## src/rtl/sync_fifo_rd_packer.sv

```systemverilog
// Purpose: pops narrow words from a sync_fifo read port and packs RATIO of them into one wide word.
// Latency: 1 cycle from the beat that fills the last lane, or from the flush-pending cycle, to o_valid_m.
// Backpressure: o_ready_s drops while a flush is pending, or when the output is stalled and the next beat would fill the last lane.
//
// Ports:
//   i_clk, i_rst_n          clock (rising edge), asynchronous active-low reset
//   i_valid_s/o_ready_s     narrow input handshake, data on i_datain (lane 0 = first beat, LSB)
//   i_flush                 single-cycle request to emit the held partial word
//   o_valid_m/i_ready_m     wide output handshake; o_dataout, o_lanes (1..RATIO), o_last (flush/timeout word)
//   o_busy                  partial data held, flush pending, or output word pending
module sync_fifo_rd_packer #(
    parameter int DATA_WIDTH = 8,
    parameter int RATIO      = 4,
    parameter int TIMEOUT    = 16,
    parameter int CNT_WIDTH  = $clog2(RATIO + 1)
) (
    input  logic                        i_clk,
    input  logic                        i_rst_n,
    input  logic                        i_valid_s,
    input  logic [DATA_WIDTH-1:0]       i_datain,
    output logic                        o_ready_s,
    input  logic                        i_flush,
    output logic                        o_valid_m,
    output logic [RATIO*DATA_WIDTH-1:0] o_dataout,
    output logic [CNT_WIDTH-1:0]        o_lanes,
    output logic                        o_last,
    input  logic                        i_ready_m,
    output logic                        o_busy
);

    localparam int OW = RATIO * DATA_WIDTH;
    // Wide enough to hold TIMEOUT, and still legal when TIMEOUT is 0.
    localparam int TW = $clog2(TIMEOUT + 2);

    typedef enum logic {
        FILL  = 1'b0,
        FLUSH = 1'b1
    } state_t;

    state_t               state, state_next;
    logic [CNT_WIDTH-1:0] lane_cnt, lane_cnt_next;
    logic [OW-1:0]        acc, acc_next;
    logic [TW-1:0]        tcnt, tcnt_next;

    logic                 vld_next;
    logic [OW-1:0]        dout_next;
    logic [CNT_WIDTH-1:0] lanes_next;
    logic                 last_next;

    logic                 out_stall;
    logic                 at_top;
    logic                 accept;
    logic                 completing;
    logic                 load_partial;
    logic                 timeout_hit;
    logic                 flush_req;
    logic [CNT_WIDTH-1:0] post_cnt;

    assign out_stall    = o_valid_m & ~i_ready_m;
    assign at_top       = (lane_cnt == CNT_WIDTH'(RATIO - 1));
    // Only the beat that would need the output register is held off by a stall;
    // earlier lanes keep filling the accumulator behind a stalled word.
    assign o_ready_s    = (state == FILL) & ~(out_stall & at_top);
    assign accept       = i_valid_s & o_ready_s;
    assign completing   = accept & at_top;
    assign load_partial = (state == FLUSH) & ~out_stall;
    // Gated by lane_cnt so a saturated count left over from a flushed word never re-fires.
    assign timeout_hit  = (TIMEOUT > 0) && (tcnt == TW'(TIMEOUT)) && (lane_cnt != '0);
    assign flush_req    = i_flush | timeout_hit;
    // Lane count as it will stand after this cycle; a completing beat empties the accumulator.
    assign post_cnt     = completing ? '0 : (lane_cnt + CNT_WIDTH'(accept));
    assign o_busy       = (lane_cnt != '0) | o_valid_m | (state == FLUSH);

    always_ff @(posedge i_clk or negedge i_rst_n) begin
        if (!i_rst_n) begin
            state     <= FILL;
            lane_cnt  <= '0;
            acc       <= '0;
            tcnt      <= '0;
            o_valid_m <= 1'b0;
            o_dataout <= '0;
            o_lanes   <= '0;
            o_last    <= 1'b0;
        end else begin
            state     <= state_next;
            lane_cnt  <= lane_cnt_next;
            acc       <= acc_next;
            tcnt      <= tcnt_next;
            o_valid_m <= vld_next;
            o_dataout <= dout_next;
            o_lanes   <= lanes_next;
            o_last    <= last_next;
        end
    end

    always_comb begin
        state_next    = state;
        lane_cnt_next = lane_cnt;
        acc_next      = acc;
        tcnt_next     = tcnt;
        vld_next      = out_stall;
        dout_next     = o_dataout;
        lanes_next    = o_lanes;
        last_next     = o_last;

        case (state)
            FILL: begin
                if (flush_req && (post_cnt != '0)) begin
                    state_next = FLUSH;
                end
            end
            FLUSH: begin
                if (!out_stall) begin
                    state_next = FILL;
                end
            end
            default: state_next = FILL;
        endcase

        if (completing) begin
            // Lane RATIO-1 of acc is always zero, so the new beat just drops in on top.
            vld_next      = 1'b1;
            dout_next     = acc;
            dout_next[(RATIO-1)*DATA_WIDTH +: DATA_WIDTH] = i_datain;
            lanes_next    = CNT_WIDTH'(RATIO);
            last_next     = 1'b0;
            lane_cnt_next = '0;
            acc_next      = '0;
        end else if (accept) begin
            for (int k = 0; k < RATIO - 1; k++) begin
                if (lane_cnt == CNT_WIDTH'(k)) begin
                    acc_next[k*DATA_WIDTH +: DATA_WIDTH] = i_datain;
                end
            end
            lane_cnt_next = lane_cnt + CNT_WIDTH'(1);
        end

        // Input is blocked in FLUSH, so this never coincides with an accepted beat.
        if (load_partial) begin
            vld_next      = 1'b1;
            dout_next     = acc;
            lanes_next    = lane_cnt;
            last_next     = 1'b1;
            lane_cnt_next = '0;
            acc_next      = '0;
        end

        if (accept || (lane_cnt == '0) || load_partial) begin
            tcnt_next = '0;
        end else if (tcnt != TW'(TIMEOUT)) begin
            tcnt_next = tcnt + TW'(1);
        end
    end

endmodule
```

## config.mk

```make
export PLATFORM = sky130hd
export DESIGN_NAME = sync_fifo_rd_packer
export DESIGN_NICKNAME = d
export VERILOG_FILES = /design/src/rtl/sync_fifo_rd_packer.sv
export SDC_FILE = /design/constraint.sdc
export NUM_CORES = 1
export LEC_CHECK = 0
export BUFFER_PORTS_ARGS = -buffer_cell sky130_fd_sc_hd__buf_4
export CAP_MARGIN = 20
export CORE_UTILIZATION = 40
export DETAILED_ROUTE_END_ITERATION = 8
export MAX_ROUTING_LAYER = met4
export PLACE_DENSITY_LB_ADDON = 0.25
export SYNTH_ARGS = -nofsm -noshare
export SYNTH_HDL_FRONTEND = slang
export SYNTH_SLANG_ARGS = --single-unit
export TNS_END_PERCENT = 10
```

## constraint.sdc

```tcl
create_clock -name i_clk -period 1.9 [get_ports i_clk]
set_clock_uncertainty 0.1 [all_clocks]
set_input_delay 0.38 -clock i_clk [delete_from_list [all_inputs] [get_ports i_clk]]
set_output_delay 0.38 -clock i_clk [all_outputs]
set_load 0.01 [all_outputs]
```

==> run metrics <==
Arrival @ worst endpoint a little over 2000 ps; hpwl dp around 4.5 mm; Clock Power Share a little under a quarter; clock tree buffer depth 2; Root Buffer clkbuf_8; CTS Sinks 70; Critical Path RT a little over 2000 ps; dpl cell area 3590 um^2; CP cell instances ha_4, and4bb_1, buf_4, nor3_2, ha_1, xor2_1, nor2_1, nand3b_1, a22o_1; kind of cell with the highest combined delay on the critical path simple AND/OR/NAND/NOR gates; count of input and output buffers 51; Reg area roughly 1800 um^2; cell leakage power 2.04 nW; Inst Count DP around 380; Final Non-Filler Cells between 400 and 500; chip height slightly below 90 um; failing checks setup timing; num rows 31; crit path time final about 1900 ps; # DRC 0; 1st-iter DRT viols 86; Pwr Total around 0.0064 W; die area 7760 um^2; DR vias about 2100; pin count of the biggest net entering global routing a little over 70; Fin. Hold Viols 0; CTS tree built; unrepaired setup endpoints after global routing yes; worst-skew pair later-pin latency 340 ps; Mapped Cells between 200 and 250; Int Pwr 0.00437 W; synth warn 0; final WL ~6.6 mm; Routed Antenna Nets 0; average wire per cell in the routed design between 15 and 20 um; first-pass GRT wire length ~11 mm; Initial Utilization about two fifths; fraction of layout cells with a size suffix above 1 a little over two fifths; gr ovfl total 0; Slew Viols, Final 0; RePlAce Congestion ~0.83; H-tree depth 3; Critical Path Max Stage Delay 420 ps; Critical Path End Type flip-flop; hold path cells 3; synthesized area per cell about 13 um^2; Clock Pin Slew Worst Setup and Hold Paths 70 ps; Crit Path Category flip-flop to flip-flop; drt first pass iters 4; synth-to-layout area growth 36.1%; FILL cells approximately 630; Netlist cell types 38; number of global-route vias before repair 2002; final period utilization 102%; switching fraction of total power around a third; final setup vio count 2; worst setup margin -39.5 ps; Top-Level Pins 52; worst slew pin tran roughly 440 ps; antenna cells 0; R2R cell count 9; vias per cell a little over 5; Worst path slowest cell dfrtp_1; Comb power frac 40.4%; max_slew headroom slightly above 70%; HP Class primary input to flip-flop; syn_nets 240; initial antenna violation count 0; sequential power share a little over a third; Max Clk Rate roughly 0.52 GHz; Die W between 80 and 90 um; CP max FO 2; register area share after synthesis approximately 59%; Max-cap violations 0; outcome complete, but fails checks; CP Buf/Inv Count 1; GRT Util Overall between 10% and 20%; crit start category flip-flop; Psw just over 0.002 W; fin area 4040 um^2; synthesized cell area 2970 um^2; Worst path depth 9; Multi-input gate area around 1200 um^2; Final #Nets ~320; synthesis-stage register bit count 70; core footprint 7210 um^2; Num CTS Buffers 9; power per cell area 1580 nW/um^2; Max VDD drop between 0.7 and 0.8 mV
-- area by class of cell --
class | count | area share, %
sequential | 70 | 43.4
multi-input combinational | 135 | 29.4
timing repair buffer | 81 | 17.1
clock buffer | 12 | 4.09
tap | 99 | 3.07
clock inverter | 3 | 2.23
inverter | 5 | 0.651
-- per-stage QoR --
step / setup slack [ps] / utilization (%) / hold slack, ps / setup TNS, ps
2_1_floorplan: 36.5 / - / -15.6 / 0
3_3_place_gp: 56.8 / 49.8 / 316 / 0
3_5_place_dp: 37.2 / 49.8 / 313 / 0
4_1_cts: -55.7 / 54.8 / 183 / -86.7
5_1_grt: -100 / 55.9 / 187 / -1910
6_report: -39.5 / 55.9 / 194 / -75.0
-- Yosys cell counts (all sizes together) --
cell    count  share of area (%)
o221ai      3                1.9
nor3b       2               0.68
nand2b      2               0.42
buf         6                1.5
a21oi       5               0.97
and2        3               0.63
nand3       2               0.34
clkbuf      4               0.51
nor3        6                1.0
or2b        1               0.25
and2b       1               0.25
xnor2       2               0.59
nor4        1               0.21
inv         5               0.63
xor2        3               0.89
and4bb      1               0.42
ha          7                3.0
o21ai       3               0.89
nor4bb      1               0.34
a22o       27                8.0
nor2       14                1.8
or3         1               0.21
nand4       1               0.21
o22a        1               0.30
nand2       6               0.76
nor4b       1               0.30
dfrtp      70                 59
o21a        1               0.25
mux2       24                9.1
mux2i       9                3.0
nor2b       4               0.84
nand3b      3               0.76
-- flip-flops by register name, summed over array words and instances (netlist names) --
signal	count
o_dataout	32
acc	24
tcnt	5
lane_cnt	3
o_lanes	3
o_last	1
o_valid_m	1
state	1
-- kinds of logic after synthesis --
kind of cell             synth area share [%]
AO/OA/AOI/OAI                            12.3
flip-flops                               59.1
adder cells (fa/ha/maj)                  2.95
XOR/XNOR                                 1.48
multiplexers                             12.2
buffers and inverters                    2.66
AND/OR/NAND/NOR                          9.41
-- worst paths after layout --
kind                                              start                        end  slack, ps
worst max-delay path            lane_cnt[0]$_DFFE_PN0P_            state$_DFF_PN0_        -40
worst min-delay path                        i_datain[7]  o_dataout[31]$_DFFE_PN0N_        190
worst max register to register  lane_cnt[0]$_DFFE_PN0P_            state$_DFF_PN0_        -40
worst min register to register       acc[1]$_DFFE_PN0P_         acc[1]$_DFFE_PN0P_        400
max in group asynchronous                       i_rst_n            state$_DFF_PN0_        910
min in group asynchronous                       i_rst_n  o_dataout[20]$_DFFE_PN0N_        480
-- worst reg2reg max path: stages (launching register included) --
cell and delay, ps:
dfrtp_1 420, ha_4 180, and4bb_1 220, buf_4 140
nor3_2 160, ha_1 180, xor2_1 60, nor2_1 100
nand3b_1 90, a22o_1 190
-- placed cells by master, fill, tap and decap left out, types with 3 or more instances in the layout --
cell and instances:
mux2_2 24, nor2_1 13, nand2_1 6, inv_1 3
a22o_1 27, buf_6 5, buf_12 3, nor3_1 5
and2_1 3, xor2_1 3, dfrtp_1 69, buf_4 70
ha_1 5, clkbuf_8 12, mux2i_1 9, nand3b_1 3
bufinv_16 3, a21oi_1 4
-- metal layers --
| metal | vias to the layer above | track usage, % | share of wire, % |
|---|---|---|---|
| met5 | - | - | 0 |
| met4 | 0 | 6.45 | 1.1 |
| met1 | 1034 | 26.9 | 49 |
| li1 | 968 | - | - |
| met3 | 6 | 5.37 | 3.4 |
| met2 | 42 | 26.7 | 46 |
-- what timing repair did --
item / in CTS / in global routing
cloned: 0 / 1
setup buffers: 5 / 3
gates resized for setup: 15 / 10
hold buffers: 1 / 0
pin swaps: 3 / 12
endpoints found under the setup margin: 2 / 52
hold endpoints to repair: 70 / 0
-- power by group through the flow --
stage	sequential, W	clock, W	combinational [W]
detailed placement	0.00232	0	0.00228
finish	0.00231	0.00150	0.00258
global placement	0.00231	0	0.00224
floorplan	0.00234	0	0.00131
global route	0.00237	0.00159	0.00281
CTS	0.00230	0.00153	0.00242
No activity file was read; power rests on OpenSTA's default activity.
